$ cat src/rtl/fadd_arbiter.sv
// fadd_arbiter: round-robin sharing of one pipelined fadd among NREQ requesters.
// Optional grant counter on issue_count when FADD_ARB_STATS_EN is defined.
module fadd_arbiter #(
  parameter int NREQ     = 2,
  parameter int FADD_LAT = 2
) (
  input  logic              clk,
  input  logic              rst,
  input  logic [NREQ-1:0]   req_valid,
  output logic [NREQ-1:0]   req_ready,
  input  logic [32*NREQ-1:0] req_x1,
  input  logic [32*NREQ-1:0] req_x2,
  output logic [NREQ-1:0]   resp_valid,
  input  logic [NREQ-1:0]   resp_ready,
  output logic [32*NREQ-1:0] resp_y,
  output logic [31:0]       fadd_x1,
  output logic [31:0]       fadd_x2,
  input  logic [31:0]       fadd_y
`ifdef FADD_ARB_STATS_EN
  ,
  output logic [31:0]       issue_count
`endif
);

  localparam int IW    = (NREQ > 1) ? $clog2(NREQ) : 1;
  localparam int DEPTH = FADD_LAT + 1;

  typedef enum logic [1:0] {
    IDLE,
    BUSY,
    DONE
  } st_t;

  st_t           state_q [NREQ];
  st_t           state_d [NREQ];
  logic [IW-1:0] ptr_q;
  logic [IW-1:0] ptr_d;
  logic [NREQ-1:0] grant;
  logic          gnt_any;
  logic [IW-1:0] gnt_id;
  logic          trk_v  [DEPTH];
  logic [IW-1:0] trk_id [DEPTH];
  logic          cap_v;
  logic [IW-1:0] cap_id;

  // last tracking stage lines up with fadd_y for that op
  assign cap_v  = trk_v[DEPTH-1];
  assign cap_id = trk_id[DEPTH-1];

  always_comb begin : arb
    logic [IW-1:0] c;
    grant   = '0;
    gnt_any = 1'b0;
    gnt_id  = '0;
    c       = '0;
    for (int o = 0; o < NREQ; o++) begin
      c = IW'((int'(ptr_q) + o) % NREQ);
      if (!gnt_any && req_valid[c] &&
          state_q[c] == IDLE) begin
        gnt_any = 1'b1;
        gnt_id  = c;
      end
    end
    if (rst) gnt_any = 1'b0;
    if (gnt_any) grant[gnt_id] = 1'b1;
  end

  assign req_ready = grant;

  always_comb begin : ptr_next
    ptr_d = ptr_q;
    if (gnt_any) begin
      if (gnt_id == IW'(NREQ - 1))
        ptr_d = '0;
      else
        ptr_d = gnt_id + 1'b1;
    end
  end

  always_comb begin : fsm
    for (int i = 0; i < NREQ; i++) begin
      state_d[i] = state_q[i];
      unique case (state_q[i])
        IDLE: if (grant[i]) state_d[i] = BUSY;
        BUSY: if (cap_v && cap_id == IW'(i))
                state_d[i] = DONE;
        DONE: if (resp_ready[i]) state_d[i] = IDLE;
        default: state_d[i] = IDLE;
      endcase
    end
  end

  always_comb begin : rv
    resp_valid = '0;
    for (int i = 0; i < NREQ; i++)
      resp_valid[i] = !rst && state_q[i] == DONE;
  end

  always_ff @(posedge clk) begin
    if (rst) begin
      for (int i = 0; i < NREQ; i++)
        state_q[i] <= IDLE;
      for (int d = 0; d < DEPTH; d++) begin
        trk_v[d]  <= 1'b0;
        trk_id[d] <= '0;
      end
      ptr_q   <= '0;
      fadd_x1 <= '0;
      fadd_x2 <= '0;
      resp_y  <= '0;
    end else begin
      for (int i = 0; i < NREQ; i++)
        state_q[i] <= state_d[i];
      ptr_q <= ptr_d;
      if (gnt_any) begin
        fadd_x1 <= req_x1[{gnt_id, 5'b0} +: 32];
        fadd_x2 <= req_x2[{gnt_id, 5'b0} +: 32];
      end
      trk_v[0]  <= gnt_any;
      trk_id[0] <= gnt_id;
      for (int d = 1; d < DEPTH; d++) begin
        trk_v[d]  <= trk_v[d-1];
        trk_id[d] <= trk_id[d-1];
      end
      if (cap_v)
        resp_y[{cap_id, 5'b0} +: 32] <= fadd_y;
    end
  end

`ifdef FADD_ARB_STATS_EN
  always_ff @(posedge clk) begin
    if (rst)
      issue_count <= '0;
    else if (gnt_any)
      issue_count <= issue_count + 32'd1;
  end
`endif

endmodule
$ cat config.mk
export PLATFORM = sky130hd
export DESIGN_NAME = fadd_arbiter
export DESIGN_NICKNAME = d
export VERILOG_FILES = /design/src/rtl/fadd_arbiter.sv
export SDC_FILE = /design/constraint.sdc
export NUM_CORES = 1
export LEC_CHECK = 0
export BUFFER_PORTS_ARGS = -buffer_cell sky130_fd_sc_hd__buf_2
export CAP_MARGIN = 20
export CELL_PAD_IN_SITES_DETAIL_PLACEMENT = 0
export CELL_PAD_IN_SITES_GLOBAL_PLACEMENT = 2
export CORE_MARGIN = 8
export CORE_UTILIZATION = 25
export DETAILED_ROUTE_END_ITERATION = 10
export HOLD_SLACK_MARGIN = 0.06
export PLACE_DENSITY_LB_ADDON = 0.1
export SLEW_MARGIN = 20
export SYNTH_ARGS = -nofsm -noshare
export SYNTH_HDL_FRONTEND = slang
export SYNTH_SLANG_ARGS = --single-unit
$ cat constraint.sdc
create_clock -name clk -period 2.55 [get_ports clk]
set_clock_uncertainty 0.2 [all_clocks]
set_input_delay 0.255 -clock clk [delete_from_list [all_inputs] [get_ports clk]]
set_output_delay 0.255 -clock clk [all_outputs]
set_load 0.02 [all_outputs]
==> impl_metrics.json, run 1 <==
{
  "drc_violations_left": 0,
  "clock_tree.htree_level_count": 4,
  "max_freq_ghz": 0.410,
  "grt_pass1_vias": 7433,
  "critPathMaxStageDelay_ns": 0.57,
  "largest_net_degree_at_the_start_of_global_routing": 65,
  "power_per_cell_area_nw_per_um2": 883,
  "fin_crit_sh_pct": 95.6,
  "globalRouteTotalUtil_pct": 16.9,
  "clk_sinks": 140,
  "p_int_uw": 5530,
  "fraction_of_power_consumed_by_the_clock_network_pct": 28.1,
  "synth_nets": 883,
  "synth-edff-count": 0,
  "flow.area_growth_from_synthesis_pct": 64.8,
  "finalWorstPathRequiredPeriod_ns": 2.44,
  "ctsLongestPathBuffers": 2,
  "ys_dominant_reg_cell": "dfxtp_1",
  "worst_path_most_repeated_cell": "buf_2",
  "setup_tns_ns": 0,
  "timing.slew.headroom_pct": 59.2,
  "die_height_um": 174,
  "numCtsBuffers": 17,
  "clk-insertion-delay-late_ns": 0.41,
  "firstDrtPassIters": 5,
  "synth.yosys.seq_area_share_pct": 45.2,
  "post_synth_instance_area_um2": 6200,
  "drv_slew": 0,
  "unrepaired_setup_endpoints_after_global_routing": "no",
  "power.static_leakage_uw": 0.00430,
  "power.total_uw": 9030,
  "cap_violations": 0,
  "initial_cell_density_of_the_core_pct": 25.5,
  "hold_viol_final": 0,
  "p_comb_share_pct": 40.1,
  "overflow": 0,
  "design.final.nets": 1308,
  "num_io_pins": 298,
  "p_seq_share_pct": 31.8,
  "grt_antenna_before_repair": 2,
  "worst_hold_path_type": "reg -> reg",
  "post_drt_via_cell_ratio": 4.70,
  "crit_arrival_ns": 1.98,
  "endpoint_kind": "output pin",
  "cp_top_family": "buffers and inverters",
  "cp_buf_inv_count": 3,
  "hpwl_mm": 17.3,
  "critPathLaunchType": "input pin",
  "post_synth_num_cell_types": 35,
  "tritoncts": "done",
  "cts.reportedPaths.clkPinSlew_ns": 0.06,
  "ys_seq_elements": 140,
  "io_buffer_count": 297,
  "net-switching-power_uw": 3500,
  "die_width_um": 174,
  "vdd_drop_max_mv": 0.376,
  "avgSynthCellArea_um2": 8.65,
  "outcome": "finished clean",
  "synth_warnings": 0,
  "cpMaxStageDelayCell": "dlygate4sd3_1",
  "critical_path.cell_chain": "dlygate4sd3_1, buf_2, nand3b_1, a311oi_4, nor2_1, nor4_1, buf_2",
  "yosysTopAreaCellShare_pct": 45.2,
  "synth_most_common_cell": "dfxtp_1",
  "power_switching_share_pct": 38.8,
  "count_of_fill_cells_added_during_filler_insertion": 2477,
  "synth_top_cells_by_area": "dfxtp_1 45%, a311oi_2 11%, nand2_1 8.0%",
  "grt_pass1_wl_mm": 41.5,
  "setup-violations-final": 0,
  "worst_slew_pin_slew_ns": 0.612,
  "place.gp.congestion": 0.723,
  "postSynth.asyncResetShare_pct": 0,
  "via_total_after_detailed_routing": 6957,
  "detail_route.wirelength_mm": 26.4,
  "path_class": "in -> out",
  "initialDrtViolationCount": 261,
  "core_um2": 24300,
  "ff2ff_setup_slack_ns": 0.39,
  "final_layout_size_suffix_gt1_share_pct": 35.4,
  "ant_nets": 0,
  "fp.dieArea_um2": 30100,
  "worstPathMaxFanout": 5,
  "critical_path_required_ns": 2.10,
  "fp-row-count": 57,
  "yosys-top-cells-count": "140 x dfxtp_1, 132 x nand2_1, 67 x nor3_1, 65 x a21oi_1, 64 x nand3_1",
  "drt-wirelength-per-cell_um": 17.8,
  "synth_area_leader": "dfxtp_1",
  "postSynthCellCount": 717,
  "clock-root-buffer": "clkbuf_16"
}
[state kept, by name, indices dropped and copies added, names as in the netlist, named ones only]
name / count
trk_v: 3
fadd_x1: 32
ptr_q: 1
fadd_x2: 32
state_q: 4
resp_y: 64
trk_id: 3
[layer usage]
metal | global-route usage (%) | vias up | wire length (um)
li1 | - | 3440 | -
met1 | 20.0 | 3262 | 11600
met2 | 28.3 | 228 | 12500
met3 | 5.86 | 27 | 1860
met4 | 5.32 | 0 | 463
met5 | 0 | - | 0
[cell type report]
| class | instances | area (um^2) | share of cell area (%) |
|---|---|---|---|
| antenna | 2 | 5.00 | 0.0490 |
| timing repair buffer | 485 | 3430 | 33.5 |
| multi-input combinational | 496 | 2980 | 29.1 |
| sequential | 140 | 2810 | 27.4 |
| clock buffer | 19 | 453 | 4.43 |
| inverter | 2 | 7.51 | 0.0734 |
| clock inverter | 12 | 138 | 1.35 |
| tap | 324 | 405 | 3.97 |
[through the flow]
stage	util (%)	area (um^2)	setup WS [ns]	instances	hold slack [ns]
floorplan	-	6200	0.270	717	0.191
global placement	32.8	7980	0.347	1283	0.217
detailed placement	32.8	7980	0.315	1283	0.224
CTS	42.0	10200	0.0526	1478	0.233
global route	42.0	10200	0.0179	1480	0.248
finish	42.0	10200	0.113	1480	0.228
[power by group through the flow]
stage | registers, uW | logic (uW) | clock network (uW)
final | 2870 | 3620 | 2540
after detailed placement | 2910 | 3460 | 0
after global routing | 2930 | 3900 | 2720
after CTS | 2870 | 3670 | 2630
after global placement | 2910 | 3460 | 0
after floorplan | 3370 | 1880 | 0
[final timing paths]
check / start / end / depth (start not counted)
max: req_valid[0] / req_ready[0] / 7
min: trk_id[0][0] / trk_id[0][1] / 1
max reg2reg: flip-flop / fadd_x1[5] / 5
min reg2reg: trk_id[0][0] / trk_id[0][1] / 1
[layout by cell type (no fill, tap or decap), types with 3 or more instances in the layout]
cell type	instances
a21oi_1	65
a311oi_1	22
buf_4	16
nand2_1	132
o21ai_0	39
inv_6	3
nor2_1	8
dlygate4sd3_1	164
nor3_1	67
clkbuf_16	17
nand2b_1	4
clkinv_4	3
buf_2	295
nand3_1	64
a311oi_2	42
o21ai_1	26
dfxtp_1	138
nor2b_1	4
buf_12	9
[kinds of logic after synthesis]
logic type / Yosys count / share of synthesized area (%)
simple gates: 291 / 21.6
buf+inv: 81 / 7.42
flops: 140 / 45.2
compound gates: 205 / 25.8
[what timing repair did]
item / 4_1_cts / 5_1_grt
gates resized for setup: 0 / 4
endpoints found under the setup margin: 0 / 2
hold endpoints to repair: 133 / 0
hold buffers: 164 / 0
buffers inserted: 0 / 0
[worst reg2reg max path: stages, from the launching register on]
cell and delay (ns):
dfxtp_1 0.36, nand3b_1 0.22, a311oi_4 0.36, buf_4 0.49
nor3_1 0.13, a311oi_1 0.31
Power figures use the tool's default switching activity.
==> run 2: changes to the inputs <==
- ABC_AREA: unset -> 1
- CELL_PAD_IN_SITES_DETAIL_PLACEMENT: 0 -> 1
- CELL_PAD_IN_SITES_GLOBAL_PLACEMENT: 2 -> 1
- CORE_UTILIZATION: 25 -> 31
==> run 2 against run 1 <==
  * Critical path depth grew 2
  * Non-clock buffer count is 9 lower
  * Global-route usage rose by 4.4 points
  * Hold slack worse by 0.16 ns
  * Die area fell by 19%
  * Sequential share of layout area is 0.44 points higher
  * Largest cell class unchanged
  * Highest routed layer is now met5
  * Combinational power is 28% lower
==> impl_metrics.json, run 2 <==
{
  "post_synth_instance_area_um2": 6050,
  "cpMaxStageDelayCell": "dlygate4sd3_1",
  "ys_seq_elements": 140,
  "max_freq_ghz": 0.414,
  "via_total_after_detailed_routing": 7375,
  "initial_cell_density_of_the_core_pct": 31.3,
  "grt_pass1_wl_mm": 41.6,
  "power_per_cell_area_nw_per_um2": 792,
  "setup-violations-final": 0,
  "die_height_um": 156,
  "drv_slew": 0,
  "synth-edff-count": 0,
  "hold_viol_final": 0,
  "ant_nets": 0,
  "postSynth.asyncResetShare_pct": 0,
  "post_synth_num_cell_types": 18,
  "cap_violations": 0,
  "cts.reportedPaths.clkPinSlew_ns": 0.06,
  "critPathLaunchType": "flip-flop",
  "count_of_fill_cells_added_during_filler_insertion": 2531,
  "power_switching_share_pct": 34.3,
  "power.total_uw": 7960,
  "yosys-top-cells-count": "148 x nand2_1, 140 x dfxtp_1, 140 x nor2_1, 138 x inv_1, 130 x nand3_1",
  "clk_sinks": 140,
  "ctsLongestPathBuffers": 2,
  "postSynthCellCount": 901,
  "registers_with_the_highest_flip_flop_counts": "resp_y: 64 flops, fadd_x1: 32 flops, fadd_x2: 32 flops",
  "detail_route.wirelength_mm": 26.1,
  "fp-row-count": 51,
  "final_layout_size_suffix_gt1_share_pct": 26.7,
  "top_register": "resp_y",
  "p_seq_share_pct": 32.7,
  "fraction_of_power_consumed_by_the_clock_network_pct": 34.5,
  "layout.cells.most_common": "buf_2",
  "p_comb_share_pct": 32.8,
  "synth_nets": 1067,
  "critical_path.cell_chain": "inv_2, nand2_1, nand2_1, nand4_1, clkbuf_8, nand3_1, nand3_1, dlygate4sd3_1, a21oi_1",
  "drt-wirelength-per-cell_um": 16.1,
  "numCtsBuffers": 17,
  "largest_reg_flops": 64,
  "overflow": 0,
  "outcome": "finished clean",
  "worstPathMaxFanout": 49,
  "firstDrtPassIters": 4,
  "ys_dominant_reg_cell": "dfxtp_1",
  "setup_tns_ns": 0,
  "cp_top_family": "buffers and inverters",
  "grt_antenna_before_repair": 5,
  "grt_pass1_vias": 7923,
  "clk-insertion-delay-late_ns": 0.41,
  "net-switching-power_uw": 2730,
  "final-seq-area_um2": 2800,
  "fin_crit_sh_pct": 94.7,
  "num_io_pins": 298,
  "die_width_um": 156,
  "design.final.nets": 1501,
  "post_drt_via_cell_ratio": 4.56,
  "clock-root-buffer": "clkbuf_16",
  "largest_net_degree_at_the_start_of_global_routing": 68,
  "p_int_uw": 5230,
  "finalWorstPathRequiredPeriod_ns": 2.41,
  "path_class": "reg -> reg",
  "worst_slew_pin_slew_ns": 0.580,
  "initialDrtViolationCount": 274,
  "crit_arrival_ns": 2.50,
  "io_buffer_count": 297,
  "synth.yosys.seq_area_share_pct": 46.3,
  "core_um2": 19300,
  "fp.dieArea_um2": 24300,
  "critPathMaxStageDelay_ns": 0.56,
  "flow.area_growth_from_synthesis_pct": 66.1,
  "clock_tree.htree_level_count": 4,
  "drc_violations_left": 0,
  "globalRouteTotalUtil_pct": 21.3,
  "vdd_drop_max_mv": 0.510,
  "multi_input_logic_area_um2": 2460,
  "synth_warnings": 0,
  "ff2ff_setup_slack_ns": 0.14,
  "synth_most_common_cell": "nand2_1",
  "critical_path_required_ns": 2.63,
  "timing.slew.headroom_pct": 61.3,
  "worst_hold_path_type": "in -> reg",
  "tritoncts": "done",
  "avgSynthCellArea_um2": 6.72,
  "final_cell_mix": "296 x buf_2, 159 x dlygate4sd3_1, 146 x nand2_1",
  "synth_area_leader": "dfxtp_1",
  "synth_top_cells_by_area": "dfxtp_1 46%, nand3_1 11%, nand2_1 9.2%",
  "endpoint_kind": "flip-flop",
  "power.static_leakage_uw": 0.00514,
  "cp_buf_inv_count": 3,
  "place.gp.congestion": 0.776,
  "yosysTopAreaCellShare_pct": 46.3,
  "hpwl_mm": 16.5
}
[run 2: cell types whose count changed after synthesis, sizes merged, moves of 5 or more]
cell    previous run  this run
nor2               9       140
nand2            132       148
nor2b              5         0
buf               54        31
inv                2       142
clkbuf            25        30
a311oi            66         0
nor3              68         1
nand3             64       132
[run 2: cell type report]
class	count	share of cell area [%]
sequential	140	27.9
tap	265	3.30
clock buffer	17	4.23
timing repair buffer	476	32.5
antenna	3	0.0747
clock inverter	15	2.20
inverter	142	5.30
multi-input combinational	558	24.5
[run 2: cell families (layout without fill, tap and decap cells)]
group | after synthesis | after routing | share of synthesized area, %
AND/OR/NAND/NOR | 424 | 424 | 29.4
buffers and inverters | 203 | 650 | 13.2
flip-flops | 140 | 140 | 46.3
AO/OA/AOI/OAI | 134 | 134 | 11.1
other | 0 | 3 | 0
[run 2: final timing paths]
| path | cells past startpoint | start | end |
|---|---|---|---|
| max | 9 | state_q[1][1] | fadd_x2[6] |
| min | 5 | req_x2[16] | fadd_x2[16] |
| max reg2reg | 9 | state_q[1][1] | fadd_x2[6] |
| min reg2reg | 2 | trk_v[0][0] | trk_v[0][1] |
[run 2: power groups by stage]
stage / sequential [uW] / clock, uW / combinational (uW)
2_1_floorplan: 2940 / 0 / 1050
3_3_place_gp: 2640 / 0 / 2110
3_5_place_dp: 2650 / 0 / 2130
4_1_cts: 2600 / 2820 / 2570
5_1_grt: 2640 / 2910 / 2870
6_report: 2600 / 2750 / 2610
[run 2: stage by stage]
step / std cells / setup slack, ns / instance area, um^2 / hold WS, ns / util (%)
final: 1616 / 0.135 / 10100 / 0.0708 / 52.0
after global placement: 1421 / 0.610 / 7770 / 0.197 / 40.2
after global routing: 1616 / -0.0229 / 10100 / 0.0828 / 52.0
after floorplan: 901 / 0.813 / 6050 / 0.188 / -
after CTS: 1612 / 0.00725 / 10000 / 0.0620 / 51.8
after detailed placement: 1421 / 0.563 / 7770 / 0.198 / 40.2
[run 2: worst min-delay path, cell delays in order]
cell and delay [ns]:
buf_2 0.10, inv_1 0.04, nand3_1 0.07, nand3_1 0.10, a21oi_1 0.06
[run 2: metal layers]
layer	vias up	global-route usage, %	share of wire [%]
li1	3670	-	-
met1	3450	23.5	41
met2	208	37.8	50
met3	43	6.76	6.7
met4	4	7.30	2.6
met5	-	0	0.12
[run 2: what timing repair did]
item	CTS	global route
hold buffers	159	0
endpoints found under the setup margin	0	52
setup buffers	0	1
gates resized for setup	0	9
endpoints found under the hold margin	130	0
